==> config.mk <==
export PLATFORM = sky130hd
export DESIGN_NAME = gerenciador_estabelecidos_mc
export DESIGN_NICKNAME = d
export VERILOG_FILES = /design/src/rtl/ge_pkg.sv /design/src/rtl/ge_clear_sweep.sv /design/src/rtl/gerenciador_estabelecidos_mc.sv
export SDC_FILE = /design/constraint.sdc
export NUM_CORES = 1
export LEC_CHECK = 0
export CAP_MARGIN = 20
export CELL_PAD_IN_SITES_DETAIL_PLACEMENT = 2
export CELL_PAD_IN_SITES_GLOBAL_PLACEMENT = 2
export CORE_UTILIZATION = 46
export DETAILED_ROUTE_END_ITERATION = 8
export PLACE_DENSITY = 0.78
export SLEW_MARGIN = 20
export SYNTH_ARGS = -nofsm -noshare
export SYNTH_HDL_FRONTEND = slang
export SYNTH_SLANG_ARGS = --single-unit
export TNS_END_PERCENT = 50
==> constraint.sdc <==
create_clock -name clk -period 6.3 [get_ports clk]
set_input_delay 1.26 -clock clk [delete_from_list [all_inputs] [get_ports clk]]
set_output_delay 1.26 -clock clk [all_outputs]
set_load 0.01 [all_outputs]
==> src/rtl/ge_pkg.sv <==
// Shared definitions for the established-node flag memory: sweep FSM
// states, memory size derivation and read-channel slicing helpers.
package ge_pkg;

   // Sweep controller states
   typedef enum logic {
      GE_IDLE  = 1'b0,
      GE_CLEAR = 1'b1
   } ge_state_t;

   // Legal range for the number of read channels
   localparam int GE_MIN_READ = 1;
   localparam int GE_MAX_READ = 8;

   // Number of entries addressed by an address of the given width
   function automatic int ge_mem_size(input int addr_width);
      return 1 << addr_width;
   endfunction

   // Low bit of channel 'chan' inside a packed per-channel bus
   function automatic int ge_slice_lo(input int chan, input int width);
      return chan * width;
   endfunction

endpackage

==> src/rtl/ge_clear_sweep.sv <==
// Clear-sweep controller: owns the IDLE/CLEAR FSM, the sweep pointer and
// the busy / done indications. Reset (rst_n, asynchronous, active-high)
// parks the controller at the start of a sweep.
module ge_clear_sweep
   import ge_pkg::*;
#(
   parameter int ADDR_WIDTH = 8
) (
   input  logic                  clk,
   input  logic                  rst_n,
   input  logic                  clear_req_in,
   output logic                  busy_out,
   output logic                  clear_done_out,
   output logic [ADDR_WIDTH-1:0] clr_ptr_out
);

   localparam logic [ADDR_WIDTH-1:0] PTR_LAST = '1;

   ge_state_t state;

   // Sweep FSM: a request restarts the sweep from entry 0, the last entry ends it
   always_ff @(posedge clk or posedge rst_n) begin
      if (rst_n) begin
         state          <= GE_CLEAR;
         clr_ptr_out    <= '0;
         busy_out       <= 1'b1;
         clear_done_out <= 1'b0;
      end else begin
         clear_done_out <= 1'b0;
         case (state)
            GE_IDLE: begin
               if (clear_req_in) begin
                  state       <= GE_CLEAR;
                  clr_ptr_out <= '0;
                  busy_out    <= 1'b1;
               end
            end
            GE_CLEAR: begin
               if (clear_req_in) begin
                  // Abandoned sweep: start over, no completion pulse
                  clr_ptr_out <= '0;
               end else if (clr_ptr_out == PTR_LAST) begin
                  state          <= GE_IDLE;
                  clr_ptr_out    <= '0;
                  busy_out       <= 1'b0;
                  clear_done_out <= 1'b1;
               end else begin
                  clr_ptr_out <= clr_ptr_out + ADDR_WIDTH'(1);
               end
            end
            default: begin
               state    <= GE_CLEAR;
               busy_out <= 1'b1;
            end
         endcase
      end
   end

endmodule

==> src/rtl/gerenciador_estabelecidos_mc.sv <==
// Multi-channel established-node flag memory. One write port, N_READ
// registered read channels, hardware clear sweep and a live count of
// non-zero entries. Optional macro GE_RDW_FORWARD_EN makes a read that
// coincides with an IDLE write to the same address return the new data.
module gerenciador_estabelecidos_mc
   import ge_pkg::*;
#(
   parameter int DATA_WIDTH = 1,
   parameter int ADDR_WIDTH = 8,
   parameter int N_READ     = 2
) (
   input  logic                           clk,
   input  logic                           rst_n,
   input  logic                           clear_req_in,
   output logic                           busy_out,
   output logic                           clear_done_out,
   input  logic                           write_en_in,
   input  logic [ADDR_WIDTH-1:0]          write_addr_in,
   input  logic [DATA_WIDTH-1:0]          write_data_in,
   output logic                           write_drop_out,
   input  logic [N_READ-1:0]              read_en_in,
   input  logic [N_READ*ADDR_WIDTH-1:0]   read_addr_in,
   output logic [N_READ*DATA_WIDTH-1:0]   read_data_out,
   output logic [N_READ-1:0]              read_valid_out,
   output logic [ADDR_WIDTH:0]            established_count_out
);

   localparam int MEM_SIZE = ge_mem_size(ADDR_WIDTH);

   if (N_READ < GE_MIN_READ || N_READ > GE_MAX_READ) begin : g_bad_n_read
      $error("N_READ must lie between 1 and 8");
   end

   logic [DATA_WIDTH-1:0]                   mem [MEM_SIZE];
   logic [ADDR_WIDTH-1:0]                   clr_ptr;
   logic                                    wr_idle;
   logic                                    old_nz;
   logic                                    new_nz;
   logic [N_READ-1:0][ADDR_WIDTH-1:0]       rd_addr_p0;
   logic [N_READ-1:0][DATA_WIDTH-1:0]       rd_next_p0;
   logic [N_READ-1:0][DATA_WIDTH-1:0]       rd_data_p1;
   logic [N_READ-1:0]                       rd_vld_p1;

   ge_clear_sweep #(
      .ADDR_WIDTH (ADDR_WIDTH)
   ) u_sweep (
      .clk            (clk),
      .rst_n          (rst_n),
      .clear_req_in   (clear_req_in),
      .busy_out       (busy_out),
      .clear_done_out (clear_done_out),
      .clr_ptr_out    (clr_ptr)
   );

   assign wr_idle = write_en_in & ~busy_out;
   assign old_nz  = |mem[write_addr_in];
   assign new_nz  = |write_data_in;

   // Storage: the sweep owns the write port while busy, the scheduler otherwise
   always_ff @(posedge clk) begin
      if (busy_out) begin
         mem[clr_ptr] <= '0;
      end else if (write_en_in) begin
         mem[write_addr_in] <= write_data_in;
      end
   end

   // Unpack per-channel read addresses
   always_comb begin
      rd_addr_p0 = '0;
      for (int k = 0; k < N_READ; k++) begin
         rd_addr_p0[k] = read_addr_in[ge_slice_lo(k, ADDR_WIDTH) +: ADDR_WIDTH];
      end
   end

   // p0: read-side value per channel; memory is logically empty while busy
   always_comb begin
      rd_next_p0 = '0;
      for (int k = 0; k < N_READ; k++) begin
         if (busy_out) begin
            rd_next_p0[k] = '0;
         end else begin
            rd_next_p0[k] = mem[rd_addr_p0[k]];
`ifdef GE_RDW_FORWARD_EN
            if (write_en_in && (write_addr_in == rd_addr_p0[k])) begin
               rd_next_p0[k] = write_data_in;
            end
`endif
         end
      end
   end

   // p1: registered read results; data holds when a channel is not strobed
   always_ff @(posedge clk or posedge rst_n) begin
      if (rst_n) begin
         rd_data_p1 <= '0;
         rd_vld_p1  <= '0;
      end else begin
         rd_vld_p1 <= read_en_in;
         for (int k = 0; k < N_READ; k++) begin
            if (read_en_in[k]) begin
               rd_data_p1[k] <= rd_next_p0[k];
            end
         end
      end
   end

   // Established count and dropped-write indication
   always_ff @(posedge clk or posedge rst_n) begin
      if (rst_n) begin
         established_count_out <= '0;
         write_drop_out        <= 1'b0;
      end else begin
         write_drop_out <= write_en_in & busy_out;
         if (!busy_out && clear_req_in) begin
            // A same-cycle write is erased by the sweep, so it never counts
            established_count_out <= '0;
         end else if (wr_idle && new_nz && !old_nz) begin
            established_count_out <= established_count_out + (ADDR_WIDTH+1)'(1);
         end else if (wr_idle && !new_nz && old_nz) begin
            established_count_out <= established_count_out - (ADDR_WIDTH+1)'(1);
         end
      end
   end

   assign read_data_out  = rd_data_p1;
   assign read_valid_out = rd_vld_p1;

endmodule

==> results.py <==
metrics = {
    "worst_setup_path": {
        "arrival_ns": 6.16,
        "start_kind": "input port",
        "slowest_stage": "nor2_1",
        "r2r_setup_slack_ns": 2.14,
        "path_cells": "clkdlybuf4s50_1, nor2_1, a22oi_1, a21boi_0, o21ai_0, a221oi_2, nand2_2, nand2_4, clkinv_4, fa_1, nor2b_1, o21ai_0, a21oi_1, o21a_1, o211ai_1, and3_1, mux2i_1, mux2i_1",
        "path_max_fanout": 10,
        "worstRegToRegCells": 16,
        "regToRegStartpoint": "mem[77]",
        "critical-path-max-stage-delay_ns": 0.83,
        "critPathBufInv": 2,
        "worstPathRequired_ns": 6.77,
        "cp-end-kind": "register",
        "crit_family": "compound AO/OA/AOI/OAI gates",
        "r2r_end": "established_count_out[7]",
        "critPathKind": "input port to register",
    },
    "yosys": {
        "synthCells": 1176,
        "synthesis.nets": 1217,
        "synth_xor_area_frac": 0.00359,
        "synth_edf_count": 256,
        "synthSimpleGateAreaFrac": 0.106,
        "synth-compound-area-share": 0.0423,
        "synthAdderAreaFrac": 0.00777,
        "synth_seq_area_share": 0.487,
        "syn_avg_cell_area_um2": 14.5,
        "synth_ff_type": "edfxtp_1",
        "synth_mux_area_frac": 0.313,
        "synth-seq-cells": 281,
        "netlist_area_mm2": 0.0171,
        "synthArstFlopShare": 0.0890,
        "yosysWarnings": 0,
        "synth_top_family_by_area": "multiplexers",
        "ys_types": 68,
    },
    "detailed_routing": {
        "drt-pass1-iter-count": 5,
        "routed_wirelength_mm": 58.2,
        "drt_iter0_markers": 1193,
        "vias": 11694,
        "drcViolationCount": 0,
        "wire_per_inst_um": 34.8,
        "via_per_inst": 7.01,
        "ant_nets": 0,
    },
    "place": {
        "io_buffers": 46,
        "placed_cells": 1606,
        "post-dp-hpwl_mm": 37.3,
        "place.gp.congestion": 0.922,
    },
    "pwr": {
        "ir_worst_vdd_mv": 0.172,
        "p_leak_uw": 0.00596,
        "powerDensity_mw_per_mm2": 257,
    },
    "die": {
        "core_mm2": 0.0365,
        "start_util": 0.467,
        "rows": 70,
        "die_h_um": 195,
        "fp.dieW_um": 195,
        "dieArea_mm2": 0.0379,
        "io_pins": 47,
    },
    "cts": {
        "cts_resized": 0,
        "cts_buffer_depth": 3,
        "cts_made_buffers": 35,
        "cts_hold_buf": 0,
        "clkSlewWorstSetupHoldPaths_ns": 0.05,
        "htreeDepth": 2,
        "cts-root-buf": "clkbuf_16",
        "insertion_delay_ns": 0.55,
        "cts_tree": "yes",
        "cts_num_sinks": 281,
        "cts_setup_buffers": 0,
    },
    "sta": {
        "timing.slew.headroom": 0.152,
        "rsz0062_at_grt": "no",
        "final_hold_viol_count": 0,
        "setup_tns_ns": 0,
        "fin_crit_ns": 5.69,
        "fin_crit_sh": 0.903,
        "setup_violations": 0,
        "worstMarginPinSlew_ns": 1.27,
        "final-max-slew-violation-count": 0,
        "fmax_mhz": 176,
        "finClkSkew_ns": 0.0112,
    },
    "outcome": {
        "outcome": "finished, final reports clean",
    },
    "run": {
        "cap_viol_max_count": 0,
    },
    "global_routing": {
        "globalRouteOverflowTotal": 0,
        "antenna_found_initial": 1,
        "grt_pass1_wl_mm": 86.7,
        "grt_max_degree": 257,
        "grtUsageTotal": 0.317,
        "grt_pass1_vias": 12586,
    },
    "final_layout": {
        "fillers": 3352,
        "seq_area_mm2": 0.00832,
        "multiInputGateArea_mm2": 0.00808,
        "drive_above_1_share": 0.250,
        "utilization": 0.514,
        "layout_common_cells": "nor2_1 (280), edfxtp_1 (256), mux4_2 (200), nand2_1 (55), clkdlybuf4s50_1 (39)",
        "layout.nets": 1217,
        "layout_commonest_cell": "nor2_1",
        "final_cells": 1669,
        "area_growth_pct": 10.0,
    },
    "worst_hold_path": {
        "worst_hold_path.num_cells": 1,
        "worst_hold_path.endpoint": "read_data_out[0]",
        "hp-start": "read_data_out[0]",
        "min_path_type": "register to register",
    },
}
==> stage by stage <==
step	total power [µW]	worst slack (ns)	cell area [µm²]	hold slack [ns]
finish	4830	0.610	18800	0.519
floorplan	2630	0.774	17100	0.531
detailed placement	2890	0.196	17700	0.505
CTS	4860	0.745	18800	0.520
global route	4970	0.362	18800	0.554
global placement	2860	0.273	17700	0.493
==> synth_stat cells, types with 10 or more instances <==
library cell | count | share of area
buf_2 | 12 | 0.0035
a21oi_1 | 15 | 0.0044
o21ai_0 | 20 | 0.0059
dfrtp_1 | 23 | 0.034
nor2_1 | 280 | 0.062
mux4_2 | 200 | 0.26
nand2_1 | 56 | 0.012
a22oi_1 | 12 | 0.0053
a22o_1 | 10 | 0.0051
mux2i_1 | 21 | 0.012
clkbuf_1 | 51 | 0.011
nand3_1 | 12 | 0.0035
edfxtp_1 | 256 | 0.45
buf_4 | 10 | 0.0044
buf_6 | 14 | 0.0092
nor2b_1 | 16 | 0.0059
mux4_1 | 20 | 0.031
==> registers in the layout, summed over array words and instances (netlist names) <==
signal,count
read_data_out,2
u_sweep.state,1
u_sweep.clear_done_out,1
u_sweep.clr_ptr_out,8
write_drop_out,1
read_valid_out,2
mem,256
established_count_out,9
u_sweep.busy_out,1
==> per-layer routing <==
layer	GRT usage	vias to the layer above	share of wire
met1	0.416	6298	0.40
met5	0	-	0
met4	0.134	0	0.040
met3	0.0510	139	0.070
li1	-	4658	-
met2	0.525	599	0.49
==> cells by family after synthesis <==
group,count (synthesis)
simple gates,419
flops,281
mux,250
buf+inv,111
compound gates,98
fa+ha+maj,10
xor+xnor,7
==> where the power goes <==
group | total, µW | switching, µW | internal (µW)
Sequential | 2100 | 31.5 | 2070
Clock | 1960 | 818 | 1140
Combinational | 766 | 439 | 327
==> area by class of cell <==
| class | count | share of cell area |
|---|---|---|
| flip-flops and latches | 281 | 0.443 |
| multi-input cells | 784 | 0.430 |
| clock buffers | 48 | 0.0531 |
| repair buffers | 64 | 0.0355 |
| well taps | 468 | 0.0312 |
| clock inverters | 13 | 0.00460 |
| inverters | 10 | 0.00247 |
| diodes | 1 | 0.000133 |
==> worst max-delay path by stage <==
stage                           startpoint                       end  slack, ns  depth (start not counted)
final                     write_addr_in[3]  established_count_out[8]       0.61                         18
after global routing      write_addr_in[3]  established_count_out[8]       0.36                         18
after CTS                 write_addr_in[3]  established_count_out[8]       0.74                         18
after detailed placement  write_addr_in[3]  established_count_out[8]       0.20                         18
after global placement    write_addr_in[3]  established_count_out[8]       0.27                         18
after floorplan                write_en_in  established_count_out[8]       0.77                         14
(Power assumes the default switching activity.)
